<file path="src/rtl/uart_rx_ctrl.sv">
// uart_rx_ctrl: shadowed receiver config with busy-safe apply, oversample divider and 4-deep receive FIFO.
module uart_rx_ctrl #(
    parameter int DIV_LO = 326,
    parameter int DIV_HI = 27,
    parameter int DEPTH  = 4
) (
    input  logic       clk,
    input  logic       rst,
    input  logic       cfg_wr,
    input  logic       cfg_dnum,
    input  logic       cfg_snum,
    input  logic       cfg_bd_rate,
    input  logic       cfg_par,
    input  logic       rx_busy,
    input  logic       rx_done,
    input  logic [7:0] rx_data,
    input  logic [2:0] rx_err,
    output logic       dnum,
    output logic       snum,
    output logic       bd_rate,
    output logic       par,
    output logic       os_tick,
    output logic       host_valid,
    input  logic       host_ready,
    output logic [7:0] host_data,
    output logic [2:0] host_err,
    output logic [2:0] fifo_count,
    output logic       ovr_flag,
    input  logic       ovr_clr
);
    typedef enum logic {APPLIED, PENDING} state_t;
    localparam logic [2:0] FULL = 3'(DEPTH);
    state_t      state_q, state_d;
    logic [3:0]  sh_q, sh_d, app_q, app_d, cfg_in;
    logic [8:0]  cnt_q, cnt_d, div_m1;
    logic [1:0]  wp_q, wp_d, rp_q, rp_d;
    logic [2:0]  count_q, count_d;
    logic        ovr_q, ovr_d, mark_q, mark_d;
    logic        apply, push, pop, drop;
    logic [10:0] mem_q [DEPTH];
    logic [10:0] mem_d [DEPTH];
    assign cfg_in = {cfg_dnum, cfg_snum, cfg_bd_rate, cfg_par};
    assign {dnum, snum, bd_rate, par} = app_q;
    assign div_m1 = app_q[1] ? 9'(DIV_HI - 1) : 9'(DIV_LO - 1);
    assign os_tick = cnt_q == div_m1;
    assign host_valid = count_q != 3'd0;
    assign host_data = host_valid ? mem_q[rp_q][7:0] : 8'd0;
    assign host_err = host_valid ? mem_q[rp_q][10:8] : 3'd0;
    assign fifo_count = count_q;
    assign ovr_flag = ovr_q;
    // A write that lands in the same cycle the receiver goes idle is the one applied.
    always_comb begin
        state_d = state_q;
        sh_d = cfg_wr ? cfg_in : sh_q;
        app_d = app_q;
        apply = 1'b0;
        if (state_q == APPLIED) begin
            if (cfg_wr && rx_busy) state_d = PENDING;
            else if (cfg_wr) begin
                app_d = cfg_in;
                apply = 1'b1;
            end
        end else if (!rx_busy) begin
            app_d = sh_d;
            apply = 1'b1;
            state_d = APPLIED;
        end
        cnt_d = (apply || os_tick) ? 9'd0 : cnt_q + 9'd1;
    end
    // When full, a same-cycle pop frees the head slot, which is exactly where wp points.
    always_comb begin
        pop = host_valid && host_ready;
        push = rx_done && (count_q != FULL || pop);
        drop = rx_done && !push;
        wp_d = wp_q + 2'(push);
        rp_d = rp_q + 2'(pop);
        count_d = count_q + 3'(push) - 3'(pop);
        ovr_d = drop ? 1'b1 : ovr_clr ? 1'b0 : ovr_q;
        mark_d = drop ? 1'b1 : push ? 1'b0 : mark_q;
        mem_d = mem_q;
        if (push) mem_d[wp_q] = {rx_err[2], rx_err[1] | mark_q, rx_err[0], rx_data};
    end
    always_ff @(posedge clk) begin
        if (!rst) begin
            state_q <= APPLIED;
            sh_q <= 4'd0;
            app_q <= 4'd0;
            cnt_q <= 9'd0;
            wp_q <= 2'd0;
            rp_q <= 2'd0;
            count_q <= 3'd0;
            ovr_q <= 1'b0;
            mark_q <= 1'b0;
        end else begin
            state_q <= state_d;
            sh_q <= sh_d;
            app_q <= app_d;
            cnt_q <= cnt_d;
            wp_q <= wp_d;
            rp_q <= rp_d;
            count_q <= count_d;
            ovr_q <= ovr_d;
            mark_q <= mark_d;
        end
    end
    always_ff @(posedge clk) mem_q <= mem_d;
endmodule

</file>
<file path="config.mk">
export PLATFORM = sky130hd
export DESIGN_NAME = uart_rx_ctrl
export DESIGN_NICKNAME = d
export VERILOG_FILES = /design/src/rtl/uart_rx_ctrl.sv
export SDC_FILE = /design/constraint.sdc
export NUM_CORES = 1
export LEC_CHECK = 0
export BUFFER_PORTS_ARGS = -buffer_cell sky130_fd_sc_hd__buf_2
export CORE_UTILIZATION = 40
export DETAILED_ROUTE_END_ITERATION = 16
export HOLD_SLACK_MARGIN = 0.12
export SYNTH_ARGS = -nofsm -noshare
export SYNTH_HDL_FRONTEND = slang
export SYNTH_SLANG_ARGS = --single-unit
</file>
<file path="constraint.sdc">
create_clock -name clk -period 5 [get_ports clk]
set_input_delay 0.75 -clock clk [delete_from_list [all_inputs] [get_ports clk]]
set_output_delay 0.75 -clock clk [all_outputs]
set_load 0.02 [all_outputs]
</file>
Word level (Yosys, flattened, before mapping)
Cells that the tools add are included.
{"block": "word_totals", "reg_bits": 71, "latchBits": 0, "mem_bits_rw": 0, "rom_bits": 0, "wordCells": 68, "mem_count": 0}
{"block": "op_classes", "addsub": 5, "mul": 0, "div": 0, "n_lt_le_gt_ge": 3, "eq_ne": 4, "shift": 0, "mux": 25, "n_bitwise": 4, "n_reduce_logical": 14}
{"op": "44-bit bitwise mux", "n": 1}
{"op": "11-bit two-way mux", "n": 3}
{"op": "11-bit binary-select mux with 2-bit select", "n": 1}
{"op": "11-bit demux with 2-bit select", "n": 1}
{"op": "4-bit two-way mux", "n": 5}
{"op": "1-bit two-way mux", "n": 11}
{"op": "9-bit by 1-bit adder with 9-bit output (second input constant)", "n": 1}
{"op": "9-bit == test", "n": 1}
{"op": "9-bit two-way mux", "n": 1}
{"op": "8-bit two-way mux", "n": 1}
{"op": "3-bit greater-or-equal comparator (second input constant)", "n": 2}
{"op": "2-bit inverter with 3-bit output", "n": 2}
{"op": "2-bit nonzero test", "n": 3}
{"op": "1-bit logical AND", "n": 5}
{"op": "2-bit by 1-bit adder with 2-bit output", "n": 2}
{"op": "2-bit != test (second input constant)", "n": 2}
{"op": "3-bit by 1-bit adder with 3-bit output", "n": 1}
{"op": "3-bit by 1-bit < comparator with 1-bit output (second input constant)", "n": 1}
{"op": "3-bit two-way mux", "n": 1}
{"op": "3-bit != test (second input constant)", "n": 1}
{"op": "3-bit AND reduction", "n": 1}
{"op": "3-bit nonzero test", "n": 1}
{"op": "3-bit by 1-bit subtractor with 3-bit output", "n": 1}
{"op": "1-bit logical OR", "n": 2}
{"op": "4 further kinds", "n": 4}

Logic depth before layout (Yosys ltp)
{"block": "logic_depth", "ltp_word": 7, "depth_mapped": 11, "depth_no_buf": 10}

Least setup slack after synthesis
OpenSTA, ideal clock, no wires.
{"block": "synth_timing", "path_kind": "input to register", "startpoint": "in host_ready", "endpoint": "reg count_q[2], in the netlist fifo_count[2]", "arrival_ns": 2.486, "required_ns": 4.885, "setup_slack_ns": 2.399, "path_stages": 10, "n_path_buf": 0, "cell_sequence": "nor4b_1 -> nand2b_1 -> ha_1 -> inv_1 -> ha_1 -> inv_1 -> fa_1 -> xnor2_1 -> xnor2_1 -> and2_1"}
{"block": "synth_between", "elab_chain_cells": 5}
{"element": "from (decl)", "line": "24", "rtl": "input logic host_ready,"}
{"element": "1-bit logical AND *", "line": "72", "rtl": "pop = host_valid && host_ready;"}
{"element": "1-bit logical OR", "line": "73", "rtl": "push = rx_done && (count_q != FULL || pop);"}
{"element": "1-bit logical AND", "line": "73"}
{"element": "3-bit by 1-bit adder with 3-bit output", "line": "77", "rtl": "count_d = count_q + 3'(push) - 3'(pop);"}
{"element": "3-bit by 1-bit subtractor with 3-bit output *", "line": "77"}
{"element": "to (signal assigned)", "line": "101", "rtl": "count_q <= count_d;"}
{"element": "to (decl)", "line": "37", "rtl": "logic [2:0] count_q, count_d;"}
Every way passes the cells marked *; elsewhere a longest branch is shown, timed or not.
A chain may end at the register's enable or synchronous reset.

Worst setup path after layout
{"block": "layout_timing", "startpoint": "reg cnt_q[2]", "endpoint": "out os_tick"}
{"block": "layout_between", "elab_chain_cells": 1}
{"element": "from (decl)", "line": "35", "rtl": "logic [8:0] cnt_q, cnt_d, div_m1;"}
{"element": "from (signal assigned)", "line": "98", "rtl": "cnt_q <= cnt_d;"}
{"element": "9-bit == test", "line": "45", "rtl": "assign os_tick = cnt_q == div_m1;"}
{"element": "to (decl)", "line": "22", "rtl": "output logic os_tick,"}
Every way passes these cells.

==> results_dict.tcl <==
set metrics [dict create \
    status "finished clean" \
    whs_ns 0.4525 \
    clockRootBuffer "clkbuf_8" \
    io_buffers 42 \
    drtIter0Drc 63 \
    r2r_setup_slack_ns 2.65 \
    cts-resized-gates 0 \
    ys_types 34 \
    place.gp.congestion 0.8346 \
    r2r-start "fifo_count[1]" \
    die_w_um 86.42 \
    start_util_pct 41.72 \
    drive_gt1_share_pct 30.00 \
    grt_usage_pct 14.36 \
    setup_viol 0 \
    hold_start "app_q[0]" \
    hp-class "reg -> reg" \
    wirelength_um 4811 \
    start_kind "register" \
    r2r_cells 11 \
    syn_to_final_growth_pct 20.24 \
    power.density_mw_per_mm2 491.6 \
    max_cap_violations 0 \
    htree_num_levels 3 \
    fin_worst_skew_ns 0.007785 \
    vias 1633 \
    tightestPinTransition_ns 0.9785 \
    hold_viol 0 \
    r2r_end "fifo_count[2]" \
    postCtsSetupRepairBufs 0 \
    cts.clk_slew.worst_paths_ns 0.08 \
    dp_slack_ns 2.187 \
    synthCells 194 \
    overflow 0 \
    insertion_delay_ns 0.34 \
    hold_end "app_q[0]" \
    die_area_sq_mm 0.007468 \
    die-height_um 86.42 \
    row_count 30 \
    fmax_mhz 313.1 \
    coreArea_sq_mm 0.006832 \
    seq_area_sq_mm 0.001862 \
    relSlewSlack_pct 34.53 \
    n_fill_cell 625 \
    syn_area_per_cell_sq_um 14.69 \
    grt_first_pass_wirelength_um 7803 \
    cp_max_fo 8 \
    drc_errors 0 \
    synth_nets 222 \
    rsz0062_at_grt "false" \
    tns_ns 0 \
    cts_made_buffers 9 \
    synth-seq-area-share_pct 65.32 \
    path_cells "or4b_1 -> or4b_4 -> a211oi_4 -> buf_2" \
    multi_input_area_sq_um 953.4 \
    grt_max_degree 18 \
    grt_pass1_vias 1581 \
    grt_antenna_before_repair 0 \
    final_common_cell "edfxtp_1" \
    cts_tree "yes" \
    postCtsHoldBufs 0 \
    layout_common_cells "edfxtp_1 (44), buf_2 (42), dfxtp_1 (27)" \
    fin_nets 273 \
    routedWlPerCell_um 13.90 \
    yosys_warnings 0 \
    post-route-util_pct 50.16 \
    synth_seq_cells 71 \
    p_leak_nw 1.274 \
    hold_depth 2 \
    ir_drop_uv 286.3 \
    critical-path-slowest-cell "or4b_1" \
    end_kind "output port" \
    finalPower_w 0.001685 \
    n_antenna_cell 0 \
    cp.required_ns 4.25 \
    setup_ws_ns 1.807 \
    min_period_over_period_pct 63.87 \
    dpl.hpwl_um 3178 \
    netlist_area_sq_mm 0.002850 \
    arrival_ns 2.44 \
    drtAntennaViolNets 0 \
    cts_sinks 71 \
    min_period_ns 3.193 \
    ios 43 \
    max_stage_delay_ns 0.55 \
    path_class "reg -> out" \
    vias_per_cell 4.720 \
    cts_buffer_depth 2 \
    finalMaxSlewViolations 0 \
    dr.pass1.iters 4 \
]
## synthesized netlist by cell type
master | count | area [sq um]
nand2_1 | 9 | 33.78
edfxtp_1 | 44 | 1321
xnor2_1 | 4 | 35.03
mux2i_1 | 4 | 40.04
or4b_4 | 1 | 13.76
a21boi_0 | 2 | 15.01
and3_1 | 2 | 12.51
or2_2 | 1 | 6.260
clkbuf_1 | 3 | 11.26
nor4b_1 | 2 | 17.52
a22oi_1 | 4 | 30.03
a211oi_4 | 1 | 20.02
xor2_1 | 5 | 43.79
nor2b_1 | 19 | 118.9
and2_1 | 6 | 37.54
ha_1 | 5 | 62.56
o21a_1 | 1 | 7.510
buf_1 | 1 | 3.750
a21oi_1 | 2 | 10.01
nand3_1 | 4 | 20.02
or3_1 | 2 | 12.51
o21ai_0 | 6 | 30.03
nand4_1 | 2 | 12.51
fa_1 | 1 | 20.02
buf_2 | 1 | 5.000
o21ai_1 | 1 | 5.000
nor3b_1 | 1 | 7.510
nor2_1 | 5 | 18.77
or4b_1 | 1 | 10.01
nor3_1 | 8 | 40.04
inv_1 | 4 | 15.01
mux4_2 | 11 | 247.7
nand2b_1 | 4 | 25.02
dfxtp_1 | 27 | 540.5
## registers in the layout, indices dropped and copies added (netlist names)
| register | cells |
|---|---|
| sh_q | 4 |
| mem_q | 44 |
| rp_q | 2 |
| ovr_flag | 1 |
| state_q | 1 |
| fifo_count | 3 |
| app_q | 4 |
| wp_q | 2 |
| mark_q | 1 |
| cnt_q | 9 |
## power breakdown
part	internal, W	switching, W
logic	0.000187	0.000218
clock network	0.000333	0.000217
registers	0.000676	0.0000540
total	0.00120	0.000489
## logic make-up after synthesis
family | synth area share [%]
DFF | 65.32
adders and majority gates | 2.897
xor gates and xnor gates | 2.765
and+or+nand+nor | 13.56
AOI/OAI and AO/OA | 4.126
buffers and inverters | 1.229
muxes | 10.10
## metal layers
layer | part of all wire, % | track usage, % | vias up | routed length (um)
met5 | 0 | 0 | - | 0
met4 | 1.5 | 7.273 | 0 | 72
met3 | 3.0 | 4.095 | 9 | 146
met2 | 49 | 22.37 | 30 | 2363
met1 | 46 | 18.41 | 775 | 2228
li1 | - | - | 819 | -
## stage by stage
| step | instance area (sq um) | cells |
|---|---|---|
| after floorplan | 2850 | 194 |
| after global placement | 3183 | 330 |
| after detailed placement | 3183 | 330 |
| after CTS | 3427 | 346 |
| after global routing | 3427 | 346 |
| final | 3427 | 346 |
## layout make-up
class                           count  area share [%]
Inverter                            4          0.4381
Clock inverter                      7           3.505
Multi-Input combinational cell    114           27.82
Clock buffer                        9           3.614
Sequential cell                    71           54.33
Timing Repair Buffer               45           6.791
Tap cell                           96           3.505
## worst max path at each step
| stage | startpoint | to | slack (ns) | cells past startpoint |
|---|---|---|---|---|
| after global routing | cnt_q[2] | os_tick | 1.73 | 4 |
| after detailed placement | cnt_q[2] | os_tick | 2.19 | 4 |
| after floorplan | host_ready | fifo_count[2] | 2.40 | 10 |
| after CTS | cnt_q[2] | os_tick | 1.81 | 4 |
| final | cnt_q[2] | os_tick | 1.81 | 4 |
| after global placement | cnt_q[2] | os_tick | 2.23 | 4 |
## critical path: cells and delay by family, from the launching register on
family,cells,cell delay (ns)
flops,1,0.38
simple gates,2,1.09
compound gates,1,0.39
buf+inv,1,0.24
(Power assumes the default switching activity.)
